<file path="src/rtl/text_console_ctrl.sv">
// rtl/text_console_ctrl.sv - character console writer: cursor tracking, line clear and full-screen clear
module text_console_ctrl #(
    parameter int COLS = 80,
    parameter int ROWS = 45
) (
    input  logic       clk_125m,
    input  logic       rst_n,
    input  logic       char_valid,
    input  logic [6:0] char_data,
    output logic       char_ready,
    input  logic       clear_req,
    output logic       wr_en,
    output logic [6:0] wr_x,
    output logic [5:0] wr_y,
    output logic [6:0] wr_char,
    output logic [6:0] cursor_x,
    output logic [5:0] cursor_y,
    output logic       busy
);

    typedef enum logic [1:0] {IDLE, LINE_CLR, CLR_ALL} state_t;

    localparam logic [6:0] LAST_X = 7'(COLS - 1);
    localparam logic [5:0] LAST_Y = 6'(ROWS - 1);

    state_t     r_state, w_state_nxt;
    logic [6:0] r_cx, w_cx_nxt;
    logic [5:0] r_cy, w_cy_nxt;
    logic [6:0] r_clr_x, w_clr_x_nxt;
    logic [5:0] r_clr_y, w_clr_y_nxt;
    logic       r_wr_en, w_wr_en_nxt;
    logic [6:0] r_wr_x, w_wr_x_nxt;
    logic [5:0] r_wr_y, w_wr_y_nxt;
    logic [6:0] r_wr_char, w_wr_char_nxt;
    logic [5:0] w_next_row;
    logic       w_printable;

    assign w_next_row  = (r_cy == LAST_Y) ? 6'd0 : r_cy + 6'd1;
    assign w_printable = (char_data >= 7'h20) && (char_data <= 7'h7E);

    assign char_ready = (r_state == IDLE) && !clear_req;
    assign busy       = (r_state != IDLE);
    assign wr_en      = r_wr_en;
    assign wr_x       = r_wr_x;
    assign wr_y       = r_wr_y;
    assign wr_char    = r_wr_char;
    assign cursor_x   = r_cx;
    assign cursor_y   = r_cy;

    // State, cursor, clear counters and registered write port
    always_ff @(posedge clk_125m or negedge rst_n) begin
        if (!rst_n) begin
            r_state   <= IDLE;
            r_cx      <= 7'd0;
            r_cy      <= 6'd0;
            r_clr_x   <= 7'd0;
            r_clr_y   <= 6'd0;
            r_wr_en   <= 1'b0;
            r_wr_x    <= 7'd0;
            r_wr_y    <= 6'd0;
            r_wr_char <= 7'd0;
        end else begin
            r_state   <= w_state_nxt;
            r_cx      <= w_cx_nxt;
            r_cy      <= w_cy_nxt;
            r_clr_x   <= w_clr_x_nxt;
            r_clr_y   <= w_clr_y_nxt;
            r_wr_en   <= w_wr_en_nxt;
            r_wr_x    <= w_wr_x_nxt;
            r_wr_y    <= w_wr_y_nxt;
            r_wr_char <= w_wr_char_nxt;
        end
    end

    // Next-state: character decode in IDLE, sweep counters in the clear states
    always_comb begin
        w_state_nxt   = r_state;
        w_cx_nxt      = r_cx;
        w_cy_nxt      = r_cy;
        w_clr_x_nxt   = r_clr_x;
        w_clr_y_nxt   = r_clr_y;
        w_wr_en_nxt   = 1'b0;
        w_wr_x_nxt    = r_wr_x;
        w_wr_y_nxt    = r_wr_y;
        w_wr_char_nxt = r_wr_char;
        case (r_state)
            IDLE: begin
                if (clear_req) begin
                    // clear wins over a character offered in the same cycle
                    w_state_nxt = CLR_ALL;
                    w_clr_x_nxt = 7'd0;
                    w_clr_y_nxt = 6'd0;
                end else if (char_valid) begin
                    if (w_printable) begin
                        w_wr_en_nxt   = 1'b1;
                        w_wr_x_nxt    = r_cx;
                        w_wr_y_nxt    = r_cy;
                        w_wr_char_nxt = char_data;
                        if (r_cx == LAST_X) begin
                            w_cx_nxt    = 7'd0;
                            w_cy_nxt    = w_next_row;
                            w_clr_x_nxt = 7'd0;
                            w_state_nxt = LINE_CLR;
                        end else begin
                            w_cx_nxt = r_cx + 7'd1;
                        end
                    end else if (char_data == 7'h0A) begin
                        w_cx_nxt    = 7'd0;
                        w_cy_nxt    = w_next_row;
                        w_clr_x_nxt = 7'd0;
                        w_state_nxt = LINE_CLR;
                    end else if (char_data == 7'h0D) begin
                        w_cx_nxt = 7'd0;
                    end else if (char_data == 7'h08 && r_cx != 7'd0) begin
                        w_cx_nxt      = r_cx - 7'd1;
                        w_wr_en_nxt   = 1'b1;
                        w_wr_x_nxt    = r_cx - 7'd1;
                        w_wr_y_nxt    = r_cy;
                        w_wr_char_nxt = 7'd0;
                    end
                end
            end
            LINE_CLR: begin
                if (clear_req) begin
                    w_state_nxt = CLR_ALL;
                    w_clr_x_nxt = 7'd0;
                    w_clr_y_nxt = 6'd0;
                end else begin
                    w_wr_en_nxt   = 1'b1;
                    w_wr_x_nxt    = r_clr_x;
                    w_wr_y_nxt    = r_cy;
                    w_wr_char_nxt = 7'd0;
                    if (r_clr_x == LAST_X) begin
                        w_clr_x_nxt = 7'd0;
                        w_state_nxt = IDLE;
                    end else begin
                        w_clr_x_nxt = r_clr_x + 7'd1;
                    end
                end
            end
            CLR_ALL: begin
                w_wr_en_nxt   = 1'b1;
                w_wr_x_nxt    = r_clr_x;
                w_wr_y_nxt    = r_clr_y;
                w_wr_char_nxt = 7'd0;
                if (r_clr_x == LAST_X) begin
                    w_clr_x_nxt = 7'd0;
                    if (r_clr_y == LAST_Y) begin
                        w_clr_y_nxt = 6'd0;
                        w_cx_nxt    = 7'd0;
                        w_cy_nxt    = 6'd0;
                        w_state_nxt = IDLE;
                    end else begin
                        w_clr_y_nxt = r_clr_y + 6'd1;
                    end
                end else begin
                    w_clr_x_nxt = r_clr_x + 7'd1;
                end
            end
            default: w_state_nxt = IDLE;
        endcase
    end

endmodule

</file>
<file path="config.mk">
export PLATFORM = sky130hd
export DESIGN_NAME = text_console_ctrl
export DESIGN_NICKNAME = d
export VERILOG_FILES = /design/src/rtl/text_console_ctrl.sv
export SDC_FILE = /design/constraint.sdc
export NUM_CORES = 1
export LEC_CHECK = 0
export ABC_AREA = 1
export CAP_MARGIN = 20
export CORE_ASPECT_RATIO = 2
export CORE_MARGIN = 2
export CORE_UTILIZATION = 24
export DETAILED_ROUTE_END_ITERATION = 10
export HOLD_SLACK_MARGIN = 0.03
export PLACE_DENSITY_LB_ADDON = 0.3
export REMOVE_ABC_BUFFERS = 1
export SYNTH_ARGS = -nofsm -noshare
export SYNTH_HDL_FRONTEND = slang
export SYNTH_SLANG_ARGS = --single-unit
export TNS_END_PERCENT = 10
</file>
<file path="constraint.sdc">
create_clock -name clk_125m -period 3.12 [get_ports clk_125m]
set_clock_uncertainty 0.2 [all_clocks]
set_input_delay 0.624 -clock clk_125m [delete_from_list [all_inputs] [get_ports clk_125m]]
set_output_delay 0.624 -clock clk_125m [all_outputs]
set_load 0.02 [all_outputs]
</file>
==> results of run 1 <==
## critical path: stages, from the launching register on
cell             delay [ns]
dfrtp_1                0.42
inv_1                  0.10
ha_1                   0.29
inv_2                  0.15
nor2_4                 0.15
clkdlybuf4s50_1        0.63
## power by group through the flow
stage	clock network [W]	logic (W)	registers, W
2_1_floorplan	0	0.000969	0.00113
3_3_place_gp	0	0.00189	0.00102
3_5_place_dp	0	0.00189	0.00102
4_1_cts	0.000584	0.00190	0.00101
5_1_grt	0.000610	0.00209	0.00104
6_report	0.000566	0.00188	0.00101
## worst max path at each step
stage                                        from                  end  cells past startpoint  slack (ns)
after floorplan           cursor_x[0]$_DFFE_PN0P_  wr_x[5]$_DFFE_PN0P_                     11        1.03
after global placement                  clear_req           char_ready                      3        0.28
after detailed placement                clear_req           char_ready                      3        0.28
after CTS                  r_state[0]$_DFFE_PN0P_           char_ready                      5        0.25
after global routing       r_state[0]$_DFFE_PN0P_           char_ready                      5        0.19
final                      r_state[0]$_DFFE_PN0P_           char_ready                      5        0.26
## metal layers
layer	wire length, um	global-route usage	vias to the layer above
li1	-	-	1608
met1	3432	0.1349	1533
met2	5792	0.2823	76
met3	246	0.02097	36
met4	712	0.1094	0
met5	0	0	-
## synth_stat cells (all sizes together)
cell / n
nand2: 186
nor2: 50
dfrtp: 49
o21ai: 47
inv: 45
nand3: 33
nand4: 13
buf: 11
ha: 11
a21oi: 7
o211ai: 5
xor2: 5
clkbuf: 3
nor3: 3
or2: 2
xnor2: 2
clkinv: 1
nor3b: 1
o21bai: 1
## logic make-up (layout without fill, tap and decap cells)
| logic type | after synthesis | in the layout | share of synthesized area |
|---|---|---|---|
| AOI/OAI and AO/OA | 60 | 60 | 0.1049 |
| xor gates and xnor gates | 7 | 7 | 0.01883 |
| adders and majority gates | 11 | 11 | 0.04227 |
| buffers and inverters | 60 | 110 | 0.08263 |
| DFF | 49 | 49 | 0.3766 |
| and+or+nand+nor | 288 | 288 | 0.3747 |
## state kept, by name (all words and copies together), names as in the netlist
register	count
wr_y	6
cursor_y	6
wr_en	1
wr_char	7
wr_x	7
cursor_x	7
r_state	2
r_clr_y	6
r_clr_x	7
## repair_timing
| action | 4_1_cts | 5_1_grt |
|---|---|---|
| hold endpoints to repair | 8 | 0 |
| endpoints found under the setup margin | 0 | 0 |
| hold buffers | 1 | 0 |
## metrics by stage
| stage | total power (W) | util |
|---|---|---|
| global placement | 0.002910 | 0.2901 |
| global route | 0.003740 | 0.3018 |
| CTS | 0.003498 | 0.3018 |
| detailed placement | 0.002917 | 0.2901 |
| floorplan | 0.002100 | - |
| finish | 0.003457 | 0.3018 |
## area by class of cell
class / instances / area share
multi-input cells: 366 / 0.4365
flip-flops and latches: 49 / 0.3041
repair buffers: 56 / 0.1322
well taps: 155 / 0.04809
inverters: 46 / 0.04282
clock buffers: 5 / 0.03103
clock inverters: 3 / 0.005275
==> results.py, run 1 <==
metrics = {
    "clocking": {
        "clkTransAtPathRegs_ns": 0.07,
        "htree_levels": 2,
        "cts_resized": 0,
        "clkLatencyLatePin_ns": 0.30,
        "post-cts-setup-buffers": 0,
        "cts_tree": "built",
        "cts.sinks": 49,
        "cts_inserted_buffers": 5,
        "cts_max_path_buffers": 2,
        "cts-root-buf": "clkbuf_16",
    },
    "sta": {
        "setup_ws_ns": 0.2617,
        "max_freq_mhz": 349.9,
        "whs_ns": 0.2835,
        "period_share": 0.9161,
        "fin_setup_tns_ns": 0,
        "max_slew_margin": 0.6265,
        "worst_pin_slew_ns": 0.5603,
        "setup_viol": 0,
        "slew_viol_final": 0,
        "fin_crit_ns": 2.858,
        "rsz0062_at_grt": "false",
        "hold_viol_final": 0,
    },
    "floorplanning": {
        "ioPinCount": 47,
        "die_area_mm2": 0.01457,
        "core_mm2": 0.01336,
        "die_x_um": 86.36,
        "initial_utilization": 0.2436,
        "rows": 60,
        "dieHeight_um": 168.7,
    },
    "route": {
        "dr.pass1.iters": 4,
        "vias": 3253,
        "wire_per_inst_um": 14.98,
        "antenna_left": 0,
        "routed_wl_mm": 10.18,
        "drc_errors": 0,
        "drt_iter0_drc": 128,
        "via_per_inst": 4.784,
    },
    "final_layout": {
        "layout_commonest_cell": "nand2_1",
        "fin_area_mm2": 0.004033,
        "n_fill_cell": 1479,
        "antennaDiodeCount": 0,
        "layoutNonFillerInstCount": 680,
        "post_route_cells_drive_above_1_share": 0.08000,
        "multi_input_comb_area_mm2": 0.001760,
        "seq_area_mm2": 0.001226,
        "area_delta_synth_final_pct": 23.87,
        "final_cell_mix": "182 x nand2_1, 49 x dfrtp_1, 45 x nor2_1, 45 x clkdlybuf4s50_1, 40 x inv_1",
        "finalNetCount": 546,
    },
    "power_and_ir_drop": {
        "swShare": 0.4873,
        "power_density_mw_per_mm2": 857.1,
        "seqPwrFrac": 0.291,
        "vdd_ir_drop_max_v": 0.0002423,
        "p_leak_nw": 1.902,
        "clock_power_share": 0.164,
        "power_switching_w": 0.001684,
        "internal_power_w": 0.001772,
        "pwr-share-comb": 0.545,
    },
    "placement": {
        "post_dp_cell_area_mm2": 0.003876,
        "portBuffers": 46,
        "gp_congestion": 0.9033,
        "post-place-ws_ns": 0.2760,
        "dp_hpwl_mm": 8.183,
        "placed_cells": 671,
    },
    "synth": {
        "ys_warn_count": 0,
        "yosysTopAreaCell": "dfrtp_1",
        "ys_top_cells_by_area": "dfrtp_1 38%, nand2_1 21%, nor2_1 5.2%",
        "synthesis.area_per_instance_um2": 6.854,
        "ys_types": 30,
        "syn-cell-area_mm2": 0.003256,
        "syn_inst": 475,
        "ys_ff_latch": 49,
        "yosys.area.top_type_share": 0.3766,
        "yosysSeqAreaShare": 0.3766,
    },
    "critical_path": {
        "crit_fanout": 6,
        "arrival_ns": 2.03,
        "startpoint_type": "register",
        "ff2ff_setup_slack_ns": 0.61,
        "cp.required_ns": 2.30,
        "reg2reg_to": "cursor_y[3]$_DFFE_PN0P_",
        "rr_startpoint": "r_state[0]$_DFFE_PN0P_",
        "critical_path_class": "reg2out",
        "setup.worst_path.end_class": "output port",
        "worst_r2r_path_depth": 9,
    },
    "status": {
        "status": "complete, no violations",
    },
    "global_routing": {
        "grt_pass1_wl_mm": 16.49,
        "grt_use_total": 0.1480,
        "grt-ovfl-total": 0,
        "grt_pass1_vias": 3333,
        "grt_max_degree": 27,
        "antenna_found_initial": 0,
    },
    "min_path": {
        "whs_endpoint": "wr_x[2]$_DFFE_PN0P_",
        "hp-class": "reg2reg",
        "min_from": "wr_x[2]$_DFFE_PN0P_",
        "holdPathStages": 2,
    },
    "run": {
        "drv_cap": 0,
    },
}
Power figures use the tool's default switching activity.
==> run 2: changes to the inputs <==
--- a/config.mk
+++ b/config.mk
@@ -9,5 +9,5 @@
 export CAP_MARGIN = 20
 export CORE_ASPECT_RATIO = 2
-export CORE_MARGIN = 2
+export CORE_MARGIN = 3
 export CORE_UTILIZATION = 24
 export DETAILED_ROUTE_END_ITERATION = 10
==> constraint.sdc (replaced) <==
create_clock -name clk_125m -period 3.12 [get_ports clk_125m]
set_clock_uncertainty 0.2 [all_clocks]
set_input_delay 0.936 -clock clk_125m [delete_from_list [all_inputs] [get_ports clk_125m]]
set_output_delay 0.936 -clock clk_125m [all_outputs]
set_load 0.02 [all_outputs]
==> run 2 against run 1 <==
Compared with the run above: register-to-register slack improved by 0.27 ns; cell count increased by 0.59%; sequential power is essentially flat; largest cell class unchanged; global-route usage fell by 0.68 points; highest routed layer unchanged; fmax decreased by 4.3%.
==> results.py, run 2 (synthesized netlist as in run 1, its figures left out) <==
metrics = {
    "clocking": {
        "cts-root-buf": "clkbuf_16",
        "htree_levels": 2,
        "clkTransAtPathRegs_ns": 0.07,
        "cts_tree": "built",
        "cts_resized": 1,
        "cts_max_path_buffers": 2,
        "cts_inserted_buffers": 5,
        "cts.sinks": 49,
        "cts-hold-fix-buffers": 0,
        "clkLatencyLatePin_ns": 0.29,
        "post-cts-setup-buffers": 0,
    },
    "critical_path": {
        "worstPathBufferInverterCount": 2,
        "crit_chain": "clkdlybuf4s50_1 > nor2_4 > dlygate4sd2_1",
        "crit_slowest_cell": "clkdlybuf4s50_1",
        "crit_family": "buffers and inverters",
        "critical_path_class": "in2out",
        "arrival_ns": 1.85,
        "cp.required_ns": 1.98,
        "crit_fanout": 2,
        "setup.worst_path.end_class": "output port",
        "startpoint_type": "input pin",
        "max_stage_delay_ns": 0.45,
    },
    "route": {
        "dr.pass1.iters": 4,
        "antenna_left": 0,
        "via_per_inst": 4.769,
        "drt_iter0_drc": 132,
        "routed_wl_mm": 10.03,
        "vias": 3262,
        "drc_errors": 0,
        "wire_per_inst_um": 14.66,
    },
    "final_layout": {
        "finalNetCount": 553,
        "post_route_cells_drive_above_1_share": 0.09211,
        "layoutNonFillerInstCount": 684,
        "antennaDiodeCount": 0,
        "final_util": 0.3111,
        "final_cell_mix": "182 x nand2_1, 49 x dfrtp_1, 45 x nor2_1",
        "area_delta_synth_final_pct": 25.56,
        "layout_commonest_cell": "nand2_1",
    },
    "placement": {
        "gp_congestion": 0.9350,
        "placed_cells": 676,
        "portBuffers": 46,
        "dp_hpwl_mm": 7.949,
    },
    "floorplanning": {
        "ioPinCount": 47,
        "core_mm2": 0.01314,
        "die_x_um": 88.36,
        "die_area_mm2": 0.01508,
        "initial_utilization": 0.2478,
        "rows": 59,
        "dieHeight_um": 170.7,
    },
    "run": {
        "drv_cap": 0,
    },
    "global_routing": {
        "grt_pass1_wl_mm": 16.41,
        "grt_max_degree": 50,
        "grt_pass1_vias": 3367,
        "grt_use_total": 0.1413,
        "antenna_found_initial": 0,
        "grt-ovfl-total": 0,
    },
    "sta": {
        "rsz0062_at_grt": "false",
        "worst_pin_slew_ns": 0.6763,
        "slew_viol_final": 0,
        "max_slew_margin": 0.5491,
        "fin_crit_ns": 2.986,
        "setup_viol": 0,
        "max_freq_mhz": 334.9,
        "hold_viol_final": 0,
        "period_share": 0.9571,
    },
    "power_and_ir_drop": {
        "vdd_ir_drop_max_v": 0.0002664,
        "internal_power_w": 0.001808,
        "power_switching_w": 0.001655,
        "power_density_mw_per_mm2": 847.2,
        "pwr-share-comb": 0.553,
        "p_leak_nw": 1.939,
        "seqPwrFrac": 0.287,
        "clock_power_share": 0.160,
        "swShare": 0.4780,
    },
    "min_path": {
        "hp-class": "reg2reg",
    },
    "status": {
        "status": "complete, no violations",
    },
}
[run 2: cell types whose count changed in the layout (fill, tap and decap cells not counted), sizes merged]
cell / change
dlygate4sd3: -1
dlygate4sd2: +1
inv: -1
clkinv: -1
clkinvlp: +1
clkdlybuf4s50: -1
clkbuf: +1
buf: +8
[run 2: path summary, 6_finish.rpt]
check                                            start                 endpoint  slack, ns  cells after the start
worst min register to register     wr_y[4]$_DFFE_PN0P_      wr_y[4]$_DFFE_PN0P_       0.28                      2
min in group asynchronous                        rst_n      wr_x[6]$_DFFE_PN0P_       0.56                      2
max in group asynchronous                        rst_n  cursor_x[3]$_DFFE_PN0P_       1.71                      2
worst min-delay path               wr_y[4]$_DFFE_PN0P_      wr_y[4]$_DFFE_PN0P_       0.28                      2
worst max-delay path                         clear_req               char_ready       0.13                      3
worst max register to register  r_state[0]$_DFFE_PN0P_  cursor_y[5]$_DFFE_PN0P_       0.88                     13
[run 2: power by group through the flow]
stage / sequential, W / combinational [W] / clock (W)
finish: 0.000995 / 0.00192 / 0.000553
global placement: 0.00100 / 0.00193 / 0
floorplan: 0.00113 / 0.000969 / 0
CTS: 0.00100 / 0.00194 / 0.000574
global route: 0.00102 / 0.00214 / 0.000597
detailed placement: 0.00101 / 0.00194 / 0
[run 2: layout make-up]
class / count / area [um2]
Tap cell: 152 / 190.2
Clock buffer: 6 / 128.9
Clock inverter: 2 / 15.01
Multi-Input combinational cell: 366 / 1760
Sequential cell: 49 / 1226
Fill cell: 1457 / 9052
Inverter: 46 / 172.7
Timing Repair Buffer: 63 / 594.3
[run 2: worst register-to-register path: cells and delay by family, from the launching register on]
| kind | cells | cell delay, ns |
|---|---|---|
| compound gates | 2 | 0.14 |
| fa+ha+maj | 1 | 0.26 |
| buf+inv | 4 | 0.52 |
| flops | 1 | 0.42 |
| simple gates | 6 | 0.60 |
[run 2: metrics by stage]
step / setup slack (ns) / cell area (um2) / hold slack (ns) / power (W) / setup TNS (ns)
floorplan: 0.8735 / 3159 / 0.2919 / 0.002100 / 0
global placement: -0.1534 / 3945 / 0.2705 / 0.002932 / -0.1534
detailed placement: -0.1465 / 3945 / 0.2653 / 0.002952 / -0.1465
CTS: 0.1212 / 4088 / 0.2851 / 0.003518 / 0
global route: 0.06353 / 4088 / 0.3191 / 0.003761 / 0
finish: 0.1340 / 4088 / 0.2814 / 0.003463 / 0
[run 2: metal layers]
layer | track usage | part of all wire | wire length, um
met1 | 0.1361 | 0.35 | 3506
met4 | 0.08092 | 0.049 | 490
met3 | 0.01012 | 0.018 | 178
met2 | 0.2788 | 0.58 | 5856
met5 | 0 | 0 | 0
